## src/rtl/float_adder_pipe_param.sv

```systemverilog
// Sign-magnitude float adder with configurable EXP_W/MAN_W, sequenced as align/add/normalise/round.
// Build option FLOAT_ADDER_RNE_EN selects round-to-nearest-even; without it results are truncated.
module float_adder_pipe_param #(
  parameter int EXP_W = 4,
  parameter int MAN_W = 3
) (
  input  logic                   clock,
  input  logic                   reset,
  input  logic [EXP_W+MAN_W:0]   a,
  input  logic [EXP_W+MAN_W:0]   b,
  input  logic                   in_valid,
  output logic                   in_ready,
  output logic [EXP_W+MAN_W:0]   y,
  output logic                   out_valid,
  input  logic                   out_ready,
  output logic                   overflow,
  output logic                   underflow
);
  localparam int W  = 1 + EXP_W + MAN_W;
  localparam int WM = MAN_W + 5;
  localparam int XW = EXP_W + 2;
  localparam logic [XW-1:0] EMAX = {2'b00, {EXP_W{1'b1}}};

  typedef enum logic [2:0] {
    IDLE  = 3'd0,
    ALIGN = 3'd1,
    ADD   = 3'd2,
    NORM  = 3'd3,
    ROUND = 3'd4,
    DONE  = 3'd5
  } state_t;

  state_t        state_q, state_d;
  logic [W-1:0]  a_q, a_d, b_q, b_d, y_q, y_d;
  logic [WM-1:0] m_q, m_d, my_q, my_d;
  logic [XW-1:0] exp_q, exp_d;
  logic          sign_q, sign_d, sub_q, sub_d, zero_q, zero_d, flush_q, flush_d;
  logic          in_ready_q, in_ready_d, out_valid_q, out_valid_d;
  logic          ovf_q, ovf_d, unf_q, unf_d;

  logic             a_big_s, inc_s;
  logic [W-1:0]     x_s, v_s;
  logic [EXP_W-1:0] ex_s, ey_s, d_s;
  logic [WM-1:0]    fx_s, fy_s, fy_sh_s, lost_s;
  logic [MAN_W+1:0] mr_s;
  logic [XW-1:0]    er_s;

  // Operand ordering, alignment shift and rounding increment
  always_comb begin
    a_big_s = (a_q[W-2:0] >= b_q[W-2:0]);
    x_s     = a_big_s ? a_q : b_q;
    v_s     = a_big_s ? b_q : a_q;
    ex_s    = x_s[W-2:MAN_W];
    ey_s    = v_s[W-2:MAN_W];
    d_s     = ex_s - ey_s;
    // A zero exponent field means zero, so its working mantissa has no hidden bit
    fx_s    = (ex_s != {EXP_W{1'b0}}) ? {2'b01, x_s[MAN_W-1:0], 3'b000} : {WM{1'b0}};
    fy_s    = (ey_s != {EXP_W{1'b0}}) ? {2'b01, v_s[MAN_W-1:0], 3'b000} : {WM{1'b0}};
    lost_s  = fy_s & ~({WM{1'b1}} << d_s);
    if (32'(d_s) > 32'(MAN_W + 3)) begin
      fy_sh_s = {{(WM-1){1'b0}}, |fy_s};
    end else begin
      fy_sh_s = (fy_s >> d_s) | {{(WM-1){1'b0}}, |lost_s};
    end
`ifdef FLOAT_ADDER_RNE_EN
    inc_s = m_q[2] & (m_q[1] | m_q[0] | m_q[3]);
`else
    inc_s = 1'b0;
`endif
    mr_s = {1'b0, m_q[WM-2:3]} + {{(MAN_W+1){1'b0}}, inc_s};
    er_s = exp_q + {{(XW-1){1'b0}}, mr_s[MAN_W+1]};
  end

  // Next-state and datapath updates for the operation sequencer
  always_comb begin
    state_d = state_q;
    a_d     = a_q;
    b_d     = b_q;
    y_d     = y_q;
    m_d     = m_q;
    my_d    = my_q;
    exp_d   = exp_q;
    sign_d  = sign_q;
    sub_d   = sub_q;
    zero_d  = zero_q;
    flush_d = flush_q;
    ovf_d   = ovf_q;
    unf_d   = unf_q;
    case (state_q)
      IDLE: begin
        if (in_valid && in_ready_q) begin
          a_d     = a;
          b_d     = b;
          zero_d  = 1'b0;
          flush_d = 1'b0;
          state_d = ALIGN;
        end else begin
          state_d = IDLE;
        end
      end
      ALIGN: begin
        m_d     = fx_s;
        my_d    = fy_sh_s;
        exp_d   = {2'b00, ex_s};
        sign_d  = x_s[W-1];
        sub_d   = x_s[W-1] ^ v_s[W-1];
        state_d = ADD;
      end
      ADD: begin
        m_d     = sub_q ? (m_q - my_q) : (m_q + my_q);
        state_d = NORM;
      end
      NORM: begin
        // After a carry shift the hidden bit is set, so no further normalisation is needed
        if (m_q[WM-1]) begin
          m_d     = {1'b0, m_q[WM-1:2], m_q[1] | m_q[0]};
          exp_d   = exp_q + {{(XW-1){1'b0}}, 1'b1};
          state_d = ROUND;
        end else if (m_q == {WM{1'b0}}) begin
          zero_d  = 1'b1;
          state_d = ROUND;
        end else if (!m_q[WM-2]) begin
          if (exp_q == {{(XW-1){1'b0}}, 1'b1}) begin
            zero_d  = 1'b1;
            flush_d = 1'b1;
            state_d = ROUND;
          end else begin
            m_d   = {m_q[WM-2:0], 1'b0};
            exp_d = exp_q - {{(XW-1){1'b0}}, 1'b1};
          end
        end else begin
          state_d = ROUND;
        end
      end
      ROUND: begin
        if (zero_q) begin
          y_d   = {W{1'b0}};
          ovf_d = 1'b0;
          unf_d = flush_q;
        end else if (er_s > EMAX) begin
          y_d   = {sign_q, {(W-1){1'b1}}};
          ovf_d = 1'b1;
          unf_d = 1'b0;
        end else begin
          y_d   = {sign_q, er_s[EXP_W-1:0], mr_s[MAN_W+1] ? {MAN_W{1'b0}} : mr_s[MAN_W-1:0]};
          ovf_d = 1'b0;
          unf_d = 1'b0;
        end
        state_d = DONE;
      end
      DONE: begin
        if (out_ready) begin
          ovf_d   = 1'b0;
          unf_d   = 1'b0;
          state_d = IDLE;
        end else begin
          state_d = DONE;
        end
      end
      default: state_d = IDLE;
    endcase
    in_ready_d  = (state_d == IDLE);
    out_valid_d = (state_d == DONE);
  end

  // State and datapath registers
  always_ff @(posedge clock or negedge reset) begin
    if (!reset) begin
      state_q     <= IDLE;
      a_q         <= {W{1'b0}};
      b_q         <= {W{1'b0}};
      y_q         <= {W{1'b0}};
      m_q         <= {WM{1'b0}};
      my_q        <= {WM{1'b0}};
      exp_q       <= {XW{1'b0}};
      sign_q      <= 1'b0;
      sub_q       <= 1'b0;
      zero_q      <= 1'b0;
      flush_q     <= 1'b0;
      in_ready_q  <= 1'b1;
      out_valid_q <= 1'b0;
      ovf_q       <= 1'b0;
      unf_q       <= 1'b0;
    end else begin
      state_q     <= state_d;
      a_q         <= a_d;
      b_q         <= b_d;
      y_q         <= y_d;
      m_q         <= m_d;
      my_q        <= my_d;
      exp_q       <= exp_d;
      sign_q      <= sign_d;
      sub_q       <= sub_d;
      zero_q      <= zero_d;
      flush_q     <= flush_d;
      in_ready_q  <= in_ready_d;
      out_valid_q <= out_valid_d;
      ovf_q       <= ovf_d;
      unf_q       <= unf_d;
    end
  end

  assign in_ready  = in_ready_q;
  assign out_valid = out_valid_q;
  assign y         = y_q;
  assign overflow  = ovf_q;
  assign underflow = unf_q;
endmodule

```

## config.mk

```make
export PLATFORM = sky130hd
export DESIGN_NAME = float_adder_pipe_param
export DESIGN_NICKNAME = d
export VERILOG_FILES = /design/src/rtl/float_adder_pipe_param.sv
export SDC_FILE = /design/constraint.sdc
export NUM_CORES = 1
export LEC_CHECK = 0
export BUFFER_PORTS_ARGS = -buffer_cell sky130_fd_sc_hd__buf_2
export CAP_MARGIN = 0
export CORE_MARGIN = 4
export CORE_UTILIZATION = 54
export CTS_CLUSTER_DIAMETER = 80
export DETAILED_ROUTE_END_ITERATION = 7
export PLACE_DENSITY = 0.8
export SLEW_MARGIN = 20
export SYNTH_ARGS = -nofsm -noshare
export SYNTH_HDL_FRONTEND = slang
export SYNTH_SLANG_ARGS = --single-unit
```

## constraint.sdc

```tcl
create_clock -name clock -period 2.74 [get_ports clock]
set_input_delay 0.685 -clock clock [delete_from_list [all_inputs] [get_ports clock]]
set_output_delay 0.685 -clock clock [all_outputs]
set_load 0.03 [all_outputs]
```

# Word level (Yosys, flattened, before mapping)
# Cells that the tools add are included.
dict set report word_totals {
  ff_bits 57
  in_bits 20
  out_inout_bits 12
}
dict set report classes {
  addsub 5
  magnitude_cmp 3
  n_eq_ne 18
  n_shift 2
  muxes 40
  bitwise_logic 5
  reduce_logical 19
}
# cell n
set ops {}
lappend ops {{$mux 7} 7}
lappend ops {{$mux 8} 5}
lappend ops {{$mux 6} 4}
lappend ops {{$pmux 8 s3} 1}
lappend ops {{$pmux 3 s6} 1}
lappend ops {{$reduce_or 8->1} 2}
lappend ops {{$mux 3} 5}
lappend ops {{$ne 3x3->1 const B} 5}
lappend ops {{$mux 1} 12}
lappend ops {{$ne 2x2->1 const B} 6}
lappend ops {{$pmux 6 s2} 1}
lappend ops {{$eq 3x3->1 const B} 3}
lappend ops {{$add 8x8->8} 1}
lappend ops {{$and 7x8->8} 1}
lappend ops {{$logic_not 8->1} 1}
lappend ops {{$not 8->8} 1}
lappend ops {{$or 8x1->8} 1}
lappend ops {{$pmux 1 s2} 4}
lappend ops {{$reduce_and 4->1} 2}
lappend ops {{$reduce_bool 4->1} 2}
lappend ops {{$shl 8x4->8 const A} 1}
lappend ops {{$shr 7x4->8} 1}
lappend ops {{$sub 8x8->8} 1}
lappend ops {{$ge 7x7->1} 1}
lappend ops {{other kinds (17)} 23}

# Logic depth before layout (Yosys ltp)
dict set report depth {
  depth_word 9
  mapped_depth 14
  mapped_depth_nobuf 13
}

# Worst setup path after synthesis
# OpenSTA, ideal clock, no wires.
dict set report synth_path {
  kind {flip-flop to flip-flop}
  start {register b_q[3]}
  end {register my_q[6]}
  t_arrival_ps 2776
  required_ps 2644
  setup_slack_ps -132
  path_stages_with_launch 13
  n_path_buf 1
  synth_period_minus_slack_ps 2872
  cell_sequence {dfrtp_1 -> inv_1 -> ha_1 -> buf_4 -> nand4_2 -> o21ai_4 -> mux2i_1 -> inv_1 -> ha_1 -> or2_2 -> o211ai_4 -> or3b_4 -> o32ai_2}
}
dict set report synth_between {
  elab_chain_len 7
  word_cells_on_any_way 10
  classes_between {1 x add/sub; 2 x order compare; 1 x shift; 4 x mux; 1 x bitwise; 1 x reduce/logical}
}
# element line
set synth_lines {}
lappend synth_lines {{start: declaration} 34} ;# logic [W-1:0] a_q, a_d, b_q, b_d, y_q, y_d;
lappend synth_lines {{start signal: assignment} 171} ;# b_q <= {W{1'b0}};
lappend synth_lines {{parallel branches: the longest is 6 deep, another holds $ge 7x7->1} -}
lappend synth_lines {{$mux 8 (*)} 60} ;# if (32'(d_s) > 32'(MAN_W + 3)) begin
lappend synth_lines {{end signal: assignment} 174} ;# my_q <= {WM{1'b0}};
lappend synth_lines {{end signal: assignment} 190} ;# my_q <= my_d;
lappend synth_lines {{end: declaration} 35} ;# logic [WM-1:0] m_q, m_d, my_q, my_d;
# Mark *: on every way between the ends.
# A chain may end at the register's enable or synchronous reset.

# Worst setup path in the final report
dict set report layout_path {
  start {register a_q[5]}
  end {register my_q[6]}
}
dict set report layout_between {
  elab_chain_len 7
  word_cells_on_any_way 10
  classes_between {1 x add/sub; 2 x order compare; 1 x shift; 4 x mux; 1 x bitwise; 1 x reduce/logical}
}
# element line
set layout_lines {}
lappend layout_lines {{start: declaration} 34}
lappend layout_lines {{start signal: assignment} 170} ;# a_q <= {W{1'b0}};
lappend layout_lines {{parallel branches: the longest is 6 deep, another holds $ge 7x7->1} -}
lappend layout_lines {{$mux 8 (*)} 60}
# Marks and branches as above.

==> reports/qor.yml <==
synthesis:
  synth-edff-count: 0
  ys_types: 55
  synthCells: 415
  seq_area_frac_synth: 0.388
  ys_warn_count: 0
  syn-num-nets: 455
  synth_most_common_cell: "dfrtp_1"
  yosys.area.top_type: "dfrtp_1"
  async_reset_ff_frac: 1.00
  syn_avg_cell_area_um2: 8.72
  synth_top_area_frac: 0.380
  ys.flop_type: "dfrtp_1"
  synth_area_mm2: 0.00362
  synth_seq_cells: 56
  yosys-top-cells-count: "dfrtp_1 (55), nand2_1 (50), nor2_1 (43)"
  synth_area_leaders: "dfrtp_1 (38%), ha_1 (6.6%), nand2_1 (5.2%)"
placement:
  gp_congestion: 0.876
  port_buffers: 31
  hpwl_um: 6130
  dp_slack_ns: -0.0756
  dp_cells: 530
worst_hold_path:
  hp-class: "flip-flop to flip-flop"
global_routing:
  grt_use_total: 0.210
  grt_pass1_wl_um: 14200
  grt.overflow.total: 0
  antenna_found_initial: 0
  first_global_vias: 3082
  grt_max_degree: 57
timing:
  worst_slack_ns: -0.00310
  slew_viol_final: 0
  fin_crit_ns: 2.74
  worst_pin_slew_ns: 0.704
  rsz0062_at_grt: "true"
  finalClockSkew_ns: 0.0165
  hold_violations: 0
  setup_viol: 1
  maxSlewHeadroom: 0.531
  fin_crit_sh: 1.00
  whs_ns: 0.476
  max_freq_mhz: 365
layout:
  final_net_count: 508
  antenna_cells: 0
  final_cells: 546
  drive_above_1_share: 0.258
  syn_to_final_growth_pct: 19.3
detailed_routing:
  wl_met1_um: 3660
  wl_met3_um: 374
  route.detailed.drc: 0
  avgRoutedWirePerCell_um: 15.3
  drt_wl_total_um: 8370
  routed-wl-met2_um: 4170
  detail_route.vias_per_cell: 5.77
  drtPass1Iterations: 6
  drt-initial-drc-count: 245
  via_count: 3148
  highest_layer: "met4"
  ant_nets: 0
cts:
  htreeDepth: 2
  numCtsBuffers: 5
  cts.sinks: 56
  cts_tree: "built"
  clk_latency_ns: 0.32
  cts_hold_buf: 0
  cts_buffer_depth: 2
  root_buffer: "clkbuf_8"
  cts.clk_slew.worst_paths_ns: 0.10
floorplanning:
  dieArea_mm2: 0.00807
  die_w_um: 89.9
  core_mm2: 0.00642
  die_h_um: 89.9
  start_util: 0.563
  num_rows: 29
  io_pins: 32
critical_path:
  arrival_ns: 2.97
  endpoint_kind: "flip-flop"
  path_max_fanout: 4
  worstPathRequired_ns: 2.96
  cp-start-kind: "flip-flop"
  path_class: "flip-flop to flip-flop"
status:
  failed_checks: "negative setup slack"
  status: "finished with violations"
job:
  drv_cap: 0
## final cells by class
| type | count | area, um^2 |
|---|---|---|
| inverters | 27 | 101 |
| clock buffers | 7 | 96.3 |
| flip-flops and latches | 56 | 1400 |
| clock inverters | 1 | 30.0 |
| fillers | 486 | 2110 |
| multi-input cells | 311 | 2160 |
| well taps | 77 | 96.3 |
| repair buffers | 67 | 433 |
## timing repair
action                                  in CTS  in global routing
setup buffers                                3                  5
endpoints found under the setup margin       8                 10
pin swaps                                    5                 11
resized for setup                            8                 17
## metal layers
metal | track usage | vias up
met3 | 0.0367 | 16
li1 | - | 1567
met1 | 0.267 | 1469
met2 | 0.363 | 96
met4 | 0.0676 | 0
met5 | 0 | -
## stage by stage
stage	utilization	instance area [um^2]	setup TNS, ns
final	0.672	4320	-0.00310
after global routing	0.672	4320	-0.543
after CTS	0.657	4220	0
after detailed placement	0.626	4020	-0.164
after global placement	0.626	4020	0
after floorplan	-	3650	-0.0633
## worst paths after layout
path / from / end / slack (ns) / depth (start not counted)
worst min-delay path: y[1] / y[1] / 0.48 / 2
min in group asynchronous: reset / y[5] / 0.49 / 2
worst min register to register: y[1] / y[1] / 0.48 / 2
max in group asynchronous: reset / my_q[4] / 1.77 / 2
worst max register to register: a_q[5] / my_q[6] / -0.003 / 11
worst max-delay path: a_q[5] / my_q[6] / -0.003 / 11
## kinds of logic (layout without fill, tap and decap cells)
logic type      Yosys count  after routing  synth area share
compound gates          106            106             0.196
mux                      24             24            0.0716
xor+xnor                 12             12            0.0290
flops                    56             56             0.388
fa+ha+maj                20             20            0.0712
buf+inv                  48            102            0.0522
simple gates            149            149             0.193
## registers in the layout, summed over array words and instances, names as in the netlist, 3 cells and up
register / cells
a_q: 8
b_q: 8
m_q: 8
y: 8
my_q: 7
exp_q: 6
state_q: 3
## cells in the final DEF, fill, tap and decap left out, drive strengths merged, types with 11 or more instances in the layout
| master | instances |
|---|---|
| nor2 | 43 |
| buf | 67 |
| inv | 27 |
| dfrtp | 55 |
| mux2 | 12 |
| a21oi | 21 |
| nand3 | 11 |
| mux2i | 12 |
| o21ai | 31 |
| ha | 19 |
| nand2 | 50 |
## critical path, stage by stage, from the launching register on
cell      delay (ns)
dfrtp_1         0.43
ha_4            0.32
nand4_1         0.12
and3_4          0.18
o21ai_4         0.07
mux2i_1         0.24
inv_1           0.07
ha_2            0.18
or2_4           0.23
o211ai_4        0.19
or3b_4          0.43
o32ai_2         0.20
Power is not shown: default switching activity piles up to over one toggle a cycle in this logic, so the estimate is an artifact.
